--- config.mk ---
export PLATFORM = sky130hd
export DESIGN_NAME = image_sensor_frontend
export DESIGN_NICKNAME = d
export VERILOG_FILES = /design/src/rtl/image_sensor_frontend.sv
export SDC_FILE = /design/constraint.sdc
export NUM_CORES = 1
export LEC_CHECK = 0
export ABC_AREA = 1
export CAP_MARGIN = 20
export CORE_UTILIZATION = 25
export DETAILED_ROUTE_END_ITERATION = 8
export GPL_TIMING_DRIVEN = 0
export SLEW_MARGIN = 15
export SYNTH_ARGS = -nofsm -noshare
export SYNTH_HDL_FRONTEND = slang
export SYNTH_SLANG_ARGS = --single-unit
--- constraint.sdc ---
create_clock -name i_image_sensor_pclk -period 1.9 [get_ports i_image_sensor_pclk]
set_input_delay 0.57 -clock i_image_sensor_pclk [delete_from_list [all_inputs] [get_ports i_image_sensor_pclk]]
set_output_delay 0.57 -clock i_image_sensor_pclk [all_outputs]
set_load 0.05 [all_outputs]
--- src/rtl/image_sensor_frontend.sv ---
// image_sensor_frontend: crops a window out of a parallel camera pixel stream and tags frame/line boundaries
// Ports: i_image_sensor_pclk clock, i_rst_n synchronous active-low reset;
//    i_image_sensor_vsync/href/data sensor bus (frame valid, line valid, 8-bit pixel);
//    o_pix_vld/o_pix_data cropped pixels, o_sof/o_eol/o_eof markers qualified by o_pix_vld;
//    o_frame_err pulse when a started frame ends without its last window line;
//    o_meas_width/o_meas_height/o_line_err line/frame statistics, only built with
//    IMAGE_SENSOR_FRONTEND_STATS_EN defined (tied to 0 otherwise).
module image_sensor_frontend #(
   parameter int P_H_START  = 56,
   parameter int P_H_WIDTH  = 640,
   parameter int P_V_START  = 0,
   parameter int P_V_HEIGHT = 480
) (
   input  logic        i_image_sensor_pclk,
   input  logic        i_rst_n,
   input  logic        i_image_sensor_vsync,
   input  logic        i_image_sensor_href,
   input  logic [7:0]  i_image_sensor_data,
   output logic        o_pix_vld,
   output logic [7:0]  o_pix_data,
   output logic        o_sof,
   output logic        o_eol,
   output logic        o_eof,
   output logic        o_frame_err,
   output logic [10:0] o_meas_width,
   output logic [9:0]  o_meas_height,
   output logic        o_line_err
);
   localparam logic [10:0] H_FIRST = 11'(P_H_START);
   localparam logic [10:0] H_LAST  = 11'(P_H_START + P_H_WIDTH - 1);
   localparam logic [10:0] H_W     = 11'(P_H_WIDTH);
   localparam logic [9:0]  V_FIRST = 10'(P_V_START);
   localparam logic [9:0]  V_LAST  = 10'(P_V_START + P_V_HEIGHT - 1);
   localparam logic [9:0]  V_H     = 10'(P_V_HEIGHT);
   typedef enum logic [1:0] {S_IDLE, S_WAIT, S_FRAME} state_t;
   state_t      state, state_nxt;
   logic        live, vsync_r, vsync_d, href_r;
   logic [7:0]  data_r;
   logic [10:0] hcnt, h_off;
   logic [9:0]  vcnt, v_off;
   logic        sof_seen, eof_seen;
   logic        v_rise, v_fall, h_fall, pix, sof, eol, eof;
   // live holds the FSM in S_IDLE until vsync_r carries a real sample, so a
   // frame already running at reset release is never mistaken for a fresh one.
   always_comb begin
      v_rise = vsync_r & ~vsync_d;
      v_fall = ~vsync_r & vsync_d;
      h_fall = ~href_r & (hcnt != '0);
      h_off = hcnt - H_FIRST;
      v_off = vcnt - V_FIRST;
      pix = state == S_FRAME && vsync_r && href_r && h_off < H_W && v_off < V_H;
      sof = pix && hcnt == H_FIRST && vcnt == V_FIRST;
      eol = pix && hcnt == H_LAST;
      eof = eol && vcnt == V_LAST;
      state_nxt = state == S_IDLE ? ((live && !vsync_r) ? S_WAIT : S_IDLE) :
                  state == S_WAIT ? (v_rise ? S_FRAME : S_WAIT) :
                  (v_fall ? S_WAIT : S_FRAME);
   end
   always_ff @(posedge i_image_sensor_pclk) begin
      if (!i_rst_n) begin
         state       <= S_IDLE;
         live        <= 1'b0;
         vsync_r     <= 1'b0;
         vsync_d     <= 1'b0;
         href_r      <= 1'b0;
         data_r      <= '0;
         hcnt        <= '0;
         vcnt        <= '0;
         sof_seen    <= 1'b0;
         eof_seen    <= 1'b0;
         o_pix_vld   <= 1'b0;
         o_pix_data  <= '0;
         o_sof       <= 1'b0;
         o_eol       <= 1'b0;
         o_eof       <= 1'b0;
         o_frame_err <= 1'b0;
      end else begin
         state       <= state_nxt;
         live        <= 1'b1;
         vsync_r     <= i_image_sensor_vsync;
         vsync_d     <= vsync_r;
         href_r      <= i_image_sensor_href;
         data_r      <= i_image_sensor_data;
         hcnt        <= !href_r ? '0 : (&hcnt ? hcnt : hcnt + 11'd1);
         vcnt        <= v_rise ? '0 : (vsync_r && h_fall && !(&vcnt)) ? vcnt + 10'd1 : vcnt;
         sof_seen    <= v_rise ? 1'b0 : sof_seen | sof;
         eof_seen    <= v_rise ? 1'b0 : eof_seen | eof;
         o_pix_vld   <= pix;
         o_pix_data  <= pix ? data_r : '0;
         o_sof       <= sof;
         o_eol       <= eol;
         o_eof       <= eof;
         o_frame_err <= state == S_FRAME && v_fall && sof_seen && !eof_seen;
      end
   end
`ifdef IMAGE_SENSOR_FRONTEND_STATS_EN
   logic have_prev;
   // o_meas_width doubles as the previous line length for the mismatch check.
   always_ff @(posedge i_image_sensor_pclk) begin
      if (!i_rst_n) begin
         o_meas_width  <= '0;
         o_meas_height <= '0;
         o_line_err    <= 1'b0;
         have_prev     <= 1'b0;
      end else begin
         o_meas_width  <= h_fall ? hcnt : o_meas_width;
         o_meas_height <= v_fall ? vcnt : o_meas_height;
         o_line_err    <= h_fall && have_prev && hcnt != o_meas_width;
         have_prev     <= have_prev | h_fall;
      end
   end
`else
   assign o_meas_width  = '0;
   assign o_meas_height = '0;
   assign o_line_err    = 1'b0;
`endif
endmodule

* Word-level counts from Yosys, hierarchy flattened
Index checks and enable logic that the tools add are counted.
W data, S select, Z words.
** Storage, ports and cells
- Register bits :: 50
- Word-level logic and storage cells :: 66
- Input port bits :: 12
- Output and inout bits :: 35
** Cells by class
- $lt $le $gt $ge :: 2
- Mux-type cells :: 6
- Bitwise operators :: 9
- Equality and inequality tests :: 5
- Add/subtract/negate cells :: 3
- Reductions and logical operators :: 25
** Operators with widths (count)
- $logic_and A1 B1 Y1 :: 14
- $add A11 B1 Y11 const B :: 1
- $eq A11 B10 Y1 const B :: 1
- $eq A11 B6 Y1 const B :: 1
- $lt A11 B10 Y1 const B :: 1
- $reduce_and A11 Y1 :: 1
- $reduce_bool A11 Y1 :: 1
- $sub A11 B6 Y11 const B :: 1
- $add A10 B1 Y10 const B :: 1
- $eq A10 B9 Y1 const B :: 1
- $logic_not A10 Y1 :: 1
- $lt A10 B9 Y1 const B :: 1
- $reduce_and A10 Y1 :: 1
- $mux W2 :: 4
- $not A1 Y1 :: 4
- $reduce_and A2 Y1 :: 2
- $and A1 B1 Y1 :: 3
- $logic_not A1 Y1 :: 3
- $eq A2 B1 Y1 const B :: 1
- $eq A2 B2 Y1 const B :: 1
- $logic_not A2 Y1 :: 1
- $mux W1 :: 2
- $or A1 B1 Y1 :: 2
- $reduce_or A2 Y1 :: 1

* Longest topological paths before layout
Gate-level depths: netlist of run 1.
- Depth in word-level cells :: 8
- Mapped depth :: 9
- Depth with buffers taken out :: 9

* Worst setup path after synthesis of run 1
Ideal clock, no wire load.
- Kind :: register to register
- Start :: register vcnt[0]
- End :: register vcnt[6]
- Setup time :: 0.066 ns
- Data required time :: 1.834 ns
- Stages on the path, launching flop included :: 8
- Setup slack :: 0.575 ns
- Arrival :: 1.259 ns
- Clock period less this slack :: 1.325 ns
- Path buffers :: 0
- Cell sequence :: dfxtp_1 > ha_1 > nand2_2 > nor2_4 > nand3b_4 > nand3_4 > nand2_1 > a21oi_2
** On the way
- Longest elaborated chain between the ends :: 3
- Elaborated cells on any way between the ends :: 4
- Classes of those cells :: add/sub (1); reduce/logical (3)
** Ends and longest elaborated chain
- start, declared :: line 40 : logic [9:0] vcnt, v_off;
- start signal, assigned :: line 85 : vcnt <= v_rise ? '0 : (vsync_r && h_fall && !(&vcnt)) ? vcnt + 10'd1 : vcnt;
- branches (longest 3 deep; another with $add A10 B1 Y10)
Parallel ways; which one is timed is not known.
A chain may end at the register's enable or synchronous reset.

* Worst setup path in the final report of run 1
- Start :: register o_pix_data[7]
- End :: output port o_pix_data[7]
** RTL lines
- start, declared :: line 20 : output logic [7:0] o_pix_data,
- start signal, assigned :: line 89 : o_pix_data <= pix ? data_r : '0;
No word-level cell between the ends.

==> results of run 1 <==
-- cells in the final DEF (no fill, tap or decap), types with 3 or more instances in the layout --
cell	instances
conb_1	22
o21ai_0	4
nor2_4	3
inv_1	53
dlygate4sd2_1	13
buf_4	23
nor2_1	27
clkdlybuf4s50_1	11
nand3_1	16
nor3_1	6
dfxtp_1	50
clkbuf_8	5
nand2_1	73
xor2_1	10
ha_1	4
nand2_2	3
nor2_2	11
nand4_1	5
a21oi_1	17
-- cells in the mapped netlist --
cell      instances  area share, %
a21oi_1          17            3.5
nand3b_1          2           0.62
o32ai_1           1           0.36
a21oi_2           1           0.36
clkbuf_1          1           0.16
nand2_2           3           0.78
xor2_1           10            3.6
nor2_4            3            1.4
buf_6             1           0.47
buf_2             1           0.21
a31oi_1           2           0.52
nor3_2            1           0.42
ha_1              4            2.1
inv_1            53            8.3
nand3b_4          1           0.83
nor2_2           11            2.9
inv_2             1           0.16
nand4_1           5            1.3
o21ai_0           4           0.83
nor2_1           27            4.2
nand3_1          16            3.3
nand3_4           1           0.73
nor3_1            6            1.3
conb_1            1           0.16
xnor2_1           1           0.36
dfxtp_1          50             42
buf_4            23            7.2
nand2_1          73             11
buf_1             1           0.16
nand3_2           1           0.42
or2_2             1           0.26
-- where the power goes --
group          leakage, nW  switching, mW  internal, mW
registers            0.406         0.0101          1.07
logic                0.968          0.147        0.0695
clock network       0.0542          0.344         0.387
total                 1.43          0.501          1.52
-- flip-flops by register name, summed over array words and instances (netlist names) --
register / cells
vsync_d: 1
o_sof: 1
eof_seen: 1
vcnt: 10
o_pix_data: 8
o_eol: 1
o_pix_vld: 1
data_r: 8
vsync_r: 1
sof_seen: 1
o_eof: 1
href_r: 1
live: 1
state: 2
hcnt: 11
o_frame_err: 1
-- area by class of cell --
type	instances	share of cell area, %
tap	129	5.43
timing repair buffer	24	7.53
clock buffer	5	2.31
clock inverter	2	1.30
sequential	50	33.7
inverter	54	6.82
multi-input combinational	213	36.3
buffer	27	6.60
-- per-layer routing --
layer / up-vias / GRT usage [%] / wire, µm / part of all wire (%)
met5: - / 0 / 0 / 0
met4: 0 / 4.01 / 99 / 2.2
met3: 9 / 1.53 / 99 / 2.2
met2: 27 / 15.3 / 2110 / 48
met1: 858 / 11.3 / 2110 / 48
li1: 1037 / - / - / -
-- path summary, 6_finish.rpt --
check / endpoint / depth (start not counted) / slack, ps
min reg2reg: o_pix_data[5] / 2 / 420
min: o_pix_data[5] / 2 / 420
max reg2reg: vcnt[6] / 8 / 340
max: o_pix_data[7] / 1 / 190
-- cells by family after synthesis --
kind of cell / Yosys count / synth area share, %
simple gates: 151 / 29.8
buf+inv: 81 / 16.6
flops: 50 / 41.7
compound gates: 25 / 5.63
xor+xnor: 11 / 4.01
fa+ha+maj: 4 / 2.08
other cells: 1 / 0.156
-- through the flow --
step	power [mW]	area, µm²	setup slack (ps)
3_3_place_gp	1.31	2880	-52.8
4_1_cts	2.05	2970	172
6_report	2.02	2970	191
3_5_place_dp	1.32	2880	-96.3
5_1_grt	2.11	2970	95.0
2_1_floorplan	1.28	2480	575
-- timing repair --
action	CTS	global route
gates resized for setup	13	0
endpoints found under the setup margin	13	0
hold buffers	0	0
==> results by group, run 1 <==
STA
  • Worst Tran Pin Value: 507 ps
  • Worst Skew: 9.82 ps
  • Setup TNS: 0 ps
  • Final Hold Vio Count: 0
  • Fin Hold WS: 422 ps
  • RSZ-0062 raised after global routing: false
  • Fmax: 585 MHz
  • Setup-failing EPs final: 0
  • Shortest period the worst path allows: 1710 ps
  • Final Max Tran Viols: 0
  • Slew HR: 66.3%
  • Final period util: 90.0%

Placed design
  • DP Cell Count: 497
  • Routability Congestion: 0.811
  • I/O Buffers: 24
  • HPWL Detailed: 3.45 mm

Cells and area
  • Fraction of layout cells with a size suffix above 1: 14.9%
  • Multi-input gate area: 1080 µm²
  • Fin nets: 391
  • Synthesis-to-layout area growth: 23.8%
  • Finished Layout Cells: 504
  • Final Util: 32.0%
  • Filler Cell Count: 1,038
  • Antenna diodes: 0
  • Register area: 1000 µm²

Drt
  • Wire per inst: 8.78 µm
  • Drt first pass iters: 4
  • Via Count: 1,931
  • DRT Wirelength: 4.43 mm
  • Initial DRC count: 49
  • Number of remaining DRC errors: 0
  • Routed Antenna Nets: 0
  • Vias per std cell: 3.83

Clock tree
  • Post-CTS Repair Setup Buffers: 0
  • CTS root buffer: clkbuf_8
  • Max clock buf depth: 2
  • Worst-path clk slew: 90 ps
  • CTS tree: done
  • Clock sink count: 50
  • Later-pin clock latency in the skew report: 300 ps
  • Inserted Clock Buffers: 5
  • Htree depth: 2

Setup path
  • CP max-delay cell: dlygate4sd2_1
  • CP Capture Type: primary output
  • Setup crit start kind: flip-flop
  • Crit path launch: o_pix_data[7]
  • Worst Path Buf+Inv: 1
  • Max incr delay on CP: 530 ps
  • Worst setup path class: reg2out
  • Worst r2r src: vcnt[0]
  • Critical Path RT: 1330 ps
  • Arr. time, crit path: 1140 ps
  • Crit path cell chain: dlygate4sd2_1
  • Worst-path fanout max: 1
  • CP delay by family, top: buffers and inverters

Floorplan
  • Die footprint: 10,000 µm²
  • Initial Util: 25.9%
  • Ports: 47
  • Cell row count: 35
  • Die Span Y: 100 µm
  • Die width: 100 µm
  • Core Region: 9280 µm²

Logic synthesis
  • Synthesis Warnings: 0
  • Sequential area share after synthesis: 41.7%
  • Synthesized flop and latch total: 50
  • Mapped Avg Cell Area: 7.44 µm²
  • Cell count after synthesis: 323
  • Cell variety after synth: 31
  • Synthesized area: 2400 µm²

Global routing
  • Total GRT Usage: 9.05%
  • Largest net degree at the start of global routing: 16
  • Vias in the first global route: 1,675
  • Initial antenna violation count: 0
  • Global-route wire length before repair: 7.33 mm
  • Grt total ovfl: 0

Power
  • Worst VDD drop: 0.254 mV
  • PwrDens: 680 nW/µm²
  • Leak Pwr: 1.43 nW

Job
  • Max_cap viols: 0

Min path
  • Hold Crit Start: data_r[5]
  • HP Class: reg2reg

Status
  • Status: complete, no violations
Power figures use the tool's default switching activity.
==> run 2, diff against run 1 <==
PLACE_DENSITY = 0.57   (was unset)
==> run 2 against run 1 <==
Flip-flop and latch count stayed put. Clock-buffer cell count is 1 higher. Critical path depth stayed put. Non-clock buffer count stayed put. Global-route usage is 0.062 points lower. Critical path type unchanged. Largest cell class unchanged. Highest routed layer unchanged.
==> results by group, run 2 (same netlist as run 1, synthesis figures left out) <==
Clock tree
  • Max clock buf depth: 2
  • CTS root buffer: clkbuf_8
  • Post-CTS Repair Setup Buffers: 0
  • Clock sink count: 50
  • CTS tree: done
  • Htree depth: 2
  • PostCTS Resize Cnt: 13
  • CTS Hold Buffers Added: 0
  • Worst-path clk slew: 90 ps
  • Inserted Clock Buffers: 5
  • Later-pin clock latency in the skew report: 300 ps

Setup path
  • Crit path cell chain: dlygate4sd2_1
  • Critical Path RT: 1330 ps
  • Reg2reg path depth: 8
  • CP max-delay cell: dlygate4sd2_1
  • Worst Path Buf+Inv: 1
  • R2r endpoint: vcnt[6]
  • Crit path launch: o_pix_data[1]
  • Worst r2r src: vcnt[0]
  • Max incr delay on CP: 530 ps
  • Reg2reg setup slack: 360 ps
  • Setup crit start kind: flip-flop
  • Worst setup path class: reg2out
  • Arr. time, crit path: 1160 ps
  • Worst-path fanout max: 1
  • CP Capture Type: primary output
  • CP delay by family, top: buffers and inverters

STA
  • RSZ-0062 raised after global routing: false
  • Worst Skew: 5.25 ps
  • Final period util: 91.1%
  • Setup TNS: 0 ps
  • Final Max Tran Viols: 0
  • Fmax: 578 MHz
  • Shortest period the worst path allows: 1730 ps
  • Final Hold Vio Count: 0
  • Setup-failing EPs final: 0

Cells and area
  • Fin nets: 391
  • Fraction of layout cells with a size suffix above 1: 15.2%
  • Synthesis-to-layout area growth: 23.4%
  • Biggest register: hcnt
  • Largest register FFs: 11
  • Antenna diodes: 0
  • Largest registers: hcnt: 11 flops, vcnt: 10 flops
  • Final Util: 31.9%
  • Most frequent cells in the layout: nand2_1, inv_1, dfxtp_1
  • Commonest non-fill, non-tap cell in the layout: nand2_1

Global routing
  • Grt total ovfl: 0
  • Global-route wire length before repair: 7.30 mm
  • Total GRT Usage: 8.99%
  • Largest net degree at the start of global routing: 17
  • Initial antenna violation count: 0
  • Vias in the first global route: 1,724

Power
  • Total power: 1.95 mW
  • Worst VDD drop: 0.340 mV
  • PwrDens: 659 nW/µm²
  • Sw frac: 26.6%
  • Internal power: 1.44 mW
  • Clock network fraction of total power: 33.9%
  • Sw power: 0.519 mW
  • Comb power frac: 11.1%
  • Leak Pwr: 1.42 nW
  • Seq pwr share: 55.0%

Drt
  • Vias per std cell: 3.77
  • Via Count: 1,903
  • DRT Wirelength: 4.31 mm
  • Initial DRC count: 48
  • Number of remaining DRC errors: 0
  • Routed Antenna Nets: 0
  • Drt first pass iters: 4
  • Wire per inst: 8.54 µm

Floorplan
  • Die Span Y: 100 µm
  • Die footprint: 10,000 µm²
  • Core Region: 9280 µm²
  • Die width: 100 µm
  • Ports: 47
  • Cell row count: 35
  • Initial Util: 25.9%

Job
  • Max_cap viols: 0

Placed design
  • Routability Congestion: 0.833
  • I/O Buffers: 24
  • HPWL Detailed: 3.36 mm

Status
  • Status: complete, no violations

Min path
  • Hold Crit Start: data_r[5]
  • Hold path cells: 2
  • Hold Crit Endpoint: o_pix_data[5]
  • HP Class: reg2reg
-- run 2: worst max-delay path by stage --
stage,endpoint,slack (ps),cells past startpoint
2_1_floorplan,vcnt[6],580,7
4_1_cts,o_pix_data[1],150,1
5_1_grt,vcnt[1],80,7
6_report,o_pix_data[1],170,1
3_5_place_dp,vcnt[4],-110,7
3_3_place_gp,vcnt[4],-60,7
-- run 2: final cells by class --
cell class                      count  area [µm²]
Buffer                             27         196
Clock buffer                        6        82.6
Clock inverter                      2        16.3
Fill cell                        1003        6320
Inverter                           54         203
Multi-Input combinational cell    213        1080
Sequential cell                    50        1000
Tap cell                          129         161
Timing Repair Buffer               24         224
-- run 2: per-stage QoR --
step	cells	setup WS [ps]	hold WS, ps	instance area (µm²)
floorplan	344	575	408	2480
global placement	497	-64.2	410	2880
detailed placement	497	-113	413	2880
CTS	505	152	426	2970
global route	505	79.0	447	2970
finish	505	170	425	2970
-- run 2: layer usage --
layer | track usage (%) | vias to the layer above | wire length (µm)
li1 | - | 1043 | -
met1 | 10.8 | 823 | 2150
met2 | 15.8 | 33 | 1990
met4 | 3.34 | 0 | 64
met5 | 0 | - | 0
met3 | 1.88 | 4 | 112
-- run 2: power by group through the flow --
stage | clock network [mW] | registers (mW) | logic, mW
after floorplan | 0 | 1.10 | 0.180
after global placement | 0 | 1.10 | 0.215
after detailed placement | 0 | 1.10 | 0.216
after CTS | 0.702 | 1.08 | 0.217
after global routing | 0.737 | 1.08 | 0.232
final | 0.663 | 1.08 | 0.216
